===== config.mk =====
export PLATFORM = sky130hd
export DESIGN_NAME = ptw_resp_engine
export DESIGN_NICKNAME = d
export VERILOG_FILES = /design/src/rtl/ptw_pkg.sv /design/src/rtl/ptw_rr_arbiter.sv /design/src/rtl/ptw_resp_engine.sv
export SDC_FILE = /design/constraint.sdc
export NUM_CORES = 1
export LEC_CHECK = 0
export ABC_AREA = 0
export ABC_CLOCK_PERIOD_IN_PS = 1600
export BUFFER_PORTS_ARGS = -buffer_cell sky130_fd_sc_hd__buf_4
export CAP_MARGIN = 20
export CORE_ASPECT_RATIO = 2
export CORE_MARGIN = 5
export CORE_UTILIZATION = 30
export DETAILED_ROUTE_END_ITERATION = 10
export GPL_ROUTABILITY_DRIVEN = 0
export SLEW_MARGIN = 20
export SYNTH_ARGS = -nofsm -noshare
export SYNTH_HDL_FRONTEND = slang
export SYNTH_SLANG_ARGS = --single-unit

===== constraint.sdc =====
create_clock -name clk -period 1.6 [get_ports clk]
set_input_delay 0.24 -clock clk [delete_from_list [all_inputs] [get_ports clk]]
set_output_delay 0.24 -clock clk [all_outputs]
set_load 0.1 [all_outputs]

===== src/rtl/ptw_pkg.sv =====
// Shared types for the page-table walker: FSM states, port ids, PTE layout.
package ptw_pkg;

  // PTE bit positions
  localparam int PTE_V       = 0;
  localparam int PTE_LEAF    = 1;
  localparam int PTE_PPN_LSB = 12;
  localparam int PTE_PPN_W   = 32 - PTE_PPN_LSB;

  typedef enum logic [2:0] {
    ST_IDLE,
    ST_L1_REQ,
    ST_L1_WAIT,
    ST_L0_REQ,
    ST_L0_WAIT,
    ST_RESP
  } state_e;

  typedef enum logic {
    PORT_IMEM = 1'b0,
    PORT_DMEM = 1'b1
  } port_e;

  // Field order matches PTE_* positions (MSB first)
  typedef struct packed {
    logic [PTE_PPN_W-1:0]   ppn;
    logic [PTE_PPN_LSB-3:0] rsvd;
    logic                   leaf;
    logic                   v;
  } pte_t;

  // Registered response bundle toward one TLB
  typedef struct packed {
    logic        valid;
    logic        error;
    logic [31:0] ppn;
  } ptw_resp_t;

endpackage


===== src/rtl/ptw_rr_arbiter.sv =====
// 2-way round-robin arbiter. Grants only while en is high (walker idle), so
// the winner stays locked in until the walk finishes and en returns.
module ptw_rr_arbiter
  import ptw_pkg::*;
(
  input  logic       clk,
  input  logic       reset,
  input  logic       en,
  input  logic [1:0] req,   // [0]=imem, [1]=dmem
  output logic [1:0] gnt
);

  port_e last_q;

  // On a collision the port not served last wins; otherwise the lone requester
  always_comb begin
    gnt = 2'b00;
    if (en) begin
      if (&req) gnt = (last_q == PORT_DMEM) ? 2'b01 : 2'b10;
      else      gnt = req;
    end
  end

  // Remember who was served; dmem counts as last after reset so imem goes first
  always_ff @(posedge clk) begin
    if (reset)       last_q <= PORT_DMEM;
    else if (gnt[0]) last_q <= PORT_IMEM;
    else if (gnt[1]) last_q <= PORT_DMEM;
  end

endmodule


===== src/rtl/ptw_resp_engine.sv =====
// Two-level page-table walker serving the imem and dmem TLBs over a
// single-beat memory port. One walk in flight; response pulses are registered.
module ptw_resp_engine
  import ptw_pkg::*;
#(
  parameter int VPN_W  = 20,
  parameter int PPN_W  = 20,
  parameter int ADDR_W = 32
) (
  input  logic              clk,
  input  logic              reset,
  input  logic [PPN_W-1:0]  ptbr,
  input  logic              io_imem_req_valid,
  output logic              io_imem_req_ready,
  input  logic [VPN_W-1:0]  io_imem_req_bits_vpn,
  input  logic              io_dmem_req_valid,
  output logic              io_dmem_req_ready,
  input  logic [VPN_W-1:0]  io_dmem_req_bits_vpn,
  output logic              io_imem_resp_valid,
  output logic              io_imem_resp_bits_error,
  output logic [31:0]       io_imem_resp_bits_ppn,
  output logic              io_dmem_resp_valid,
  output logic              io_dmem_resp_bits_error,
  output logic [31:0]       io_dmem_resp_bits_ppn,
  output logic              mem_req_valid,
  input  logic              mem_req_ready,
  output logic [ADDR_W-1:0] mem_req_addr,
  input  logic              mem_resp_valid,
  input  logic [31:0]       mem_resp_data
);

  localparam int IDX_W = VPN_W / 2;

  state_e           state_q, state_d;
  port_e            port_q;
  logic [VPN_W-1:0] vpn_q;
  logic [PPN_W-1:0] base_q;
  ptw_resp_t        imem_resp_q, dmem_resp_q;
  logic [1:0]       gnt;
  logic             accept;
  port_e            gnt_port;
  logic [IDX_W-1:0] idx;
  pte_t             pte;
  logic             fin, fin_err;
  logic [PPN_W-1:0] fin_ppn;

  assign pte = pte_t'(mem_resp_data);

  ptw_rr_arbiter u_arb (
    .clk   (clk),
    .reset (reset),
    .en    (state_q == ST_IDLE && !reset),
    .req   ({io_dmem_req_valid, io_imem_req_valid}),
    .gnt   (gnt)
  );

  assign io_imem_req_ready = gnt[0];
  assign io_dmem_req_ready = gnt[1];
  assign accept            = |gnt;
  assign gnt_port          = gnt[1] ? PORT_DMEM : PORT_IMEM;

  // Memory request decodes straight from state; base/idx are latched so the
  // address holds steady across a stalled handshake
  assign idx           = (state_q == ST_L0_REQ) ? vpn_q[IDX_W-1:0] : vpn_q[VPN_W-1:IDX_W];
  assign mem_req_valid = (state_q == ST_L1_REQ) || (state_q == ST_L0_REQ);
  assign mem_req_addr  = ADDR_W'({base_q, 12'b0}) | ADDR_W'({idx, 2'b00});

  assign io_imem_resp_valid      = imem_resp_q.valid;
  assign io_imem_resp_bits_error = imem_resp_q.error;
  assign io_imem_resp_bits_ppn   = imem_resp_q.ppn;
  assign io_dmem_resp_valid      = dmem_resp_q.valid;
  assign io_dmem_resp_bits_error = dmem_resp_q.error;
  assign io_dmem_resp_bits_ppn   = dmem_resp_q.ppn;

  // Walk sequencing and PTE decode; fin marks the cycle a result is known
  always_comb begin
    state_d = state_q;
    fin     = 1'b0;
    fin_err = 1'b0;
    fin_ppn = '0;
    case (state_q)
      ST_IDLE:    if (accept) state_d = ST_L1_REQ;
      ST_L1_REQ:  if (mem_req_ready) state_d = ST_L1_WAIT;
      ST_L1_WAIT: if (mem_resp_valid) begin
        if (!pte.v) begin
          fin     = 1'b1;
          fin_err = 1'b1;
        end else if (pte.leaf) begin
          // superpage: upper ppn from PTE, lower half passes the vpn through
          fin     = 1'b1;
          fin_ppn = {pte.ppn[PTE_PPN_W-1:IDX_W], vpn_q[IDX_W-1:0]};
        end else begin
          state_d = ST_L0_REQ;
        end
      end
      ST_L0_REQ:  if (mem_req_ready) state_d = ST_L0_WAIT;
      ST_L0_WAIT: if (mem_resp_valid) begin
        fin = 1'b1;
        if (!pte.v || !pte.leaf) fin_err = 1'b1;
        else                     fin_ppn = pte.ppn;
      end
      ST_RESP:    state_d = ST_IDLE;
      default:    state_d = ST_IDLE;
    endcase
    if (fin) state_d = ST_RESP;
  end

  // State register
  always_ff @(posedge clk) begin
    if (reset) state_q <= ST_IDLE;
    else       state_q <= state_d;
  end

  // Request latch, next-level base, and one-cycle registered response
  always_ff @(posedge clk) begin
    if (reset) begin
      vpn_q       <= '0;
      base_q      <= '0;
      port_q      <= PORT_IMEM;
      imem_resp_q <= '0;
      dmem_resp_q <= '0;
    end else begin
      imem_resp_q.valid <= 1'b0;
      dmem_resp_q.valid <= 1'b0;
      if (accept) begin
        vpn_q  <= gnt[1] ? io_dmem_req_bits_vpn : io_imem_req_bits_vpn;
        base_q <= ptbr;
        port_q <= gnt_port;
      end
      if (state_q == ST_L1_WAIT && mem_resp_valid && pte.v && !pte.leaf)
        base_q <= pte.ppn;
      if (fin) begin
        if (port_q == PORT_IMEM)
          imem_resp_q <= '{valid: 1'b1, error: fin_err, ppn: 32'(fin_ppn)};
        else
          dmem_resp_q <= '{valid: 1'b1, error: fin_err, ppn: 32'(fin_ppn)};
      end
    end
  end

endmodule


Yosys cells after proc, flatten, opt, wreduce, memory -nomap -nowiden
Index checks and enable logic that the tools add are counted.
- muxes and demuxes: 36
- eq/ne operators: 17
- shifts and indexed selects: 0
- bitwise logic cells: 4
- multipliers: 0
- add/sub/neg operators: 0
- div/mod/pow operators: 0
- reduce and logical (&&, ||, !) cells: 20
- order comparisons: 0
- operator list (kind ; number):
    $mux W20 ; 8
    $mux W34 ; 2
    $pmux W20 S2 ; 1
    $or A32 B12 Y32 ; 1
    $mux W3 ; 7
    $ne A3 B3 Y1 const B ; 6
    $pmux W3 S5 ; 1
    $ne A2 B2 Y1 const B ; 7
    $reduce_and A7 Y1 ; 2
    $mux W1 ; 11
    $mux W10 ; 1
    $eq A3 B2 Y1 const B ; 2
    $mux W2 ; 3
    $reduce_and A2 Y1 ; 3
    $reduce_or A2 Y1 ; 3
    $logic_and A1 B1 Y1 ; 4
    $pmux W1 S2 ; 2
    $reduce_bool A2 Y1 ; 2
    $eq A3 B1 Y1 const B ; 1
    $eq A3 B3 Y1 const B ; 1
    $logic_not A1 Y1 ; 3
    $logic_not A3 Y1 ; 1
    $not A1 Y1 ; 3
    $logic_or A1 B1 Y1 ; 2
- memories: 0
- input port bits: 98
- register bits after elaboration: 89
- bits in latches: 0
- memory bits (read-only): 0
- bits in writable memories: 0

Longest topological paths before layout
- depth after elaboration: 7
- mapped depth: 7
- gate-level depth less buffers: 4

By module
Synthesis repeated with hierarchy kept, for this count alone.
- cells, all modules: 490
- area total of the unflattened synthesis: 4149.0 µm²
- modules (own cells, without submodules) (module ; instances ; cells each ; seq. area each (µm²) ; area each (µm²)):
    ptw_resp_engine ; 1 ; 482 ; 1761.7 ; 4090.2
    ptw_rr_arbiter ; 1 ; 8 ; 20.0 ; 58.8

Worst setup path after synthesis
No wires, ideal clock.
- path kind: flip-flop to output port
- from: reg state_q[0]
- to: out mem_req_valid
- arrival time: 1873 ps
- path buffers: 1
- stages on the path, launching flop included: 3
- slack: -513 ps
- cells stage by stage: dfxtp_1 -> buf_2 -> nor2b_1
- cells in the longest elaborated chain, start to end: 2
- elaborated cells between the ends (all ways): 3
- RTL lines (element ; line ; RTL):
    start: declaration ; ptw_resp_engine.sv:34 ; state_e state_q, state_d;
    start signal: assignment ; ptw_resp_engine.sv:111 ; else state_q <= state_d;
    $eq A3 B1 Y1 or $eq A3 B2 Y1 (tied branches) ; ptw_resp_engine.sv:65 ; assign mem_req_valid = (state_q == ST_L1_REQ) || (state_q == ST_L0_REQ);
    $logic_or A1 B1 Y1 * ; ptw_resp_engine.sv:65 ;
    end: declaration ; ptw_resp_engine.sv:25 ; output logic mem_req_valid,
Mark *: on every way between the ends. The rest lies on a longest branch, timed or not.

Worst setup path after layout
- from: reg state_q[1]
- to: out mem_req_addr[4]
- cells in the longest elaborated chain, start to end: 3
- RTL lines (element ; line ; RTL):
    $eq A3 B2 Y1 ; ptw_resp_engine.sv:64 ; assign idx = (state_q == ST_L0_REQ) ? vpn_q[IDX_W-1:0] : vpn_q[VPN_W-1:IDX_W];
    $mux W10 ; ptw_resp_engine.sv:64 ;
    $or A32 B12 Y32 ; ptw_resp_engine.sv:66 ; assign mem_req_addr = ADDR_W'({base_q, 12'b0}) | ADDR_W'({idx, 2'b00});
    end: declaration ; ptw_resp_engine.sv:27 ; output logic [ADDR_W-1:0] mem_req_addr,
Every way passes these cells.

==> metrics.txt <==
status=finished, violations left; failing checks=negative setup slack; EDFF count, synth=0; IO Pins=201; die area=16780 um^2; H-tree depth=3; worst ir drop on vdd=577.4 uV; synth cell count leaders=89 x dfxtp_1, 46 x nor2_1, 41 x a211oi_1, 40 x mux2i_1, 28 x buf_4; met3 wire length=936 um; post-detail-place hpwl=11.29 mm; max-cap viol count=0; Die Height=178.3 um; WL per Instance=18.70 um; sequential area share after synthesis=0.4194; Reg area=1790 um^2; met2 routed WL=8.956 mm; overall power=8850 uW; startpoint types=flop; Area growth syn-to-layout=75.02%; CTS buffer count=9; Initial Util=0.3058; Die W=94.14 um; WP data required=1360 ps; Yosys reg bits=89; largest net degree at the start of global routing=38; RSZ-0062 raised after global routing=true; top cells by area, synth=dfxtp_1 42%, mux2i_1 9.4%, a211oi_1 7.2%, buf_4 4.9%, nor2_1 4.1%; clk buf depth=2; Yosys top cell area share=0.4194; vias in the first global route=4439; FMAX=527.7 MHz; Yosys cell types=40; Mean Syn Cell Area=9.019 um^2; Global Route Usage Sum=0.1842; Skew-Pair Late Insertion Delay=340 ps; slew at the pin closest to its max-slew limit=747.0 ps; Met1 Routed Length=5.523 mm; clock sink total=89; max_slew headroom=0.5010; Worst Slack Setup Final=-294.9 ps; Max Transition Viols Final=0; Final Hold Viols=0; Clock transition at path regs=70 ps; routed via count=4415; drc violations=0; cells after synthesis=471; Routed WL=16.22 mm; Hold Crit Class=primary input to flop; Setup Crit Path Kind=flop to output port; synth warn=0; top layer in use=met4; number of vias per cell=5.092; CTS tree=yes; ys flop type=dfxtp_1; post-layout minimum cycle time=1895 ps; layout cells sized above 1=0.5324; final setup vio count=88; Core ar.=13890 um^2; initial DRC count=147; root buf cell=clkbuf_16; # diodes=0; first-pass GRT wire length=23.58 mm; crit path max fanout=5; WP data arrival=1650 ps; Synth area leader=dfxtp_1; Post-Syn Area=4248 um^2; Rows=61; crit share post-route=1.184; IO buf count=164; first drt pass iteration count=4; grt ovf=0; filler cell count in the final layout=1237; dominant cell by count in the synthesized netlist=dfxtp_1; Clock Skews=7.149 ps; initial antenna violation count=0; leak pwr=0.003102 uW; area of the multi-input gates=2741 um^2; nature of the critical path endpoint=output port; Cell Pwr Density=1190 nW/um^2; asr flop ratio synth=0; # nets final=771; antenna viol nets, final=0; fin util=0.5352
-- cells in the final DEF, fill, tap and decap left out, types with 2 or more instances in the layout --
master      Yosys  final
clkinvlp_4      0      2
nand2_1        18      6
a21oi_1        24     23
buf_16          0      8
or3_4           0      2
nor2_1         46     30
conb_1          1     26
clkbuf_1       18      2
a211oi_2        1     27
nor2_4          0     13
mux2_2         10      4
a22o_4          0      3
inv_1           4      2
buf_12          0     24
o31ai_1         2      2
buf_6           3     14
and2_1          2      2
nor2_2          0      3
a211oi_1       41     15
dfxtp_4         0      2
nand2b_1       25     24
mux2i_2         0     12
a22o_1         10      7
clkinv_4        0      2
clkbuf_16       0     12
buf_4          28    182
mux2i_1        40     21
nand2_2         0     10
buf_8           0      3
o22ai_2         0      5
nor2b_1         6      4
mux2i_4         0      7
o21ai_0        22     22
nand4_1        22     22
o22ai_1        21     16
mux2_4          0      6
dfxtp_1        89     86
-- cells by family after synthesis --
family | after synthesis | share of synthesized area
XOR/XNOR | 1 | 0.002062
flip-flops | 89 | 0.4194
AND/OR/NAND/NOR | 130 | 0.1594
AO/OA/AOI/OAI | 128 | 0.1991
multiplexers | 50 | 0.1208
buffers and inverters | 72 | 0.09838
other | 1 | 0.0008828
-- stage by stage --
step | hold slack [ps] | TNS (ps) | instances | setup WS [ps] | area, um^2
5_1_grt | 201.0 | -19680 | 867 | -327.8 | 7435
6_report | 198.1 | -10840 | 867 | -294.9 | 7435
3_5_place_dp | 469.8 | -7846 | 820 | -155.5 | 5813
3_3_place_gp | 470.5 | -5599 | 820 | -105.5 | 5813
2_1_floorplan | 390.2 | -994.9 | 496 | -120.3 | 4368
4_1_cts | 192.2 | -10350 | 859 | -267.2 | 7152
-- flip-flops by register name, summed over array words and instances (netlist names) --
register and count:
base_q 20, io_dmem_resp_bits_ppn 20, io_imem_resp_bits_ppn 20, vpn_q 20, state_q 3, io_dmem_resp_bits_error 1
io_dmem_resp_valid 1, io_imem_resp_bits_error 1, io_imem_resp_valid 1, port_q 1, u_arb.last_q 1
-- where the power goes --
part	internal (uW)	switching, uW
Sequential	2420	179
Combinational	1630	2480
Clock	1260	872
Total	5320	3530
-- final timing paths --
kind / from / to / slack, ps / cells after the start
worst min-delay path: mem_resp_data[23] / io_imem_resp_bits_ppn[11]$_SDFFE_PP0P_ / 200 / 3
worst max-delay path: state_q[1]$_SDFFE_PP0P_ / mem_req_addr[4] / -290 / 5
worst max register to register: state_q[2]$_SDFFE_PP0P_ / base_q[9]$_SDFFE_PP0P_ / -220 / 8
worst min register to register: io_imem_resp_bits_error$_SDFFE_PP0P_ / io_imem_resp_bits_error$_SDFFE_PP0P_ / 480 / 2
-- area by class of cell --
class,count,area share
clock inverters,4,0.007068
inverters,4,0.003029
well taps,189,0.03181
flip-flops and latches,89,0.2408
multi-input cells,335,0.3687
repair buffers,234,0.3154
clock buffers,12,0.03315
-- worst max-delay path, cell delays in order (launching register included) --
cell       delay, ps
dfxtp_4          370
nor2b_4          180
nand2_4           90
clkbuf_16        180
mux2_4           320
buf_12           170
-- what timing repair did --
action	4_1_cts	5_1_grt
hold buffers	0	0
cloned	10	3
setup endpoints to repair	88	98
gates resized for setup	164	36
hold endpoints to repair	0	0
pin swaps	40	7
setup buffers	14	5
-- metal layers --
metal / track usage / vias up
met5: 0 / -
met4: 0.1073 / 0
met3: 0.02744 / 43
met2: 0.3455 / 196
met1: 0.1874 / 2111
li1: - / 2065
No activity file was read; power rests on OpenSTA's default activity.
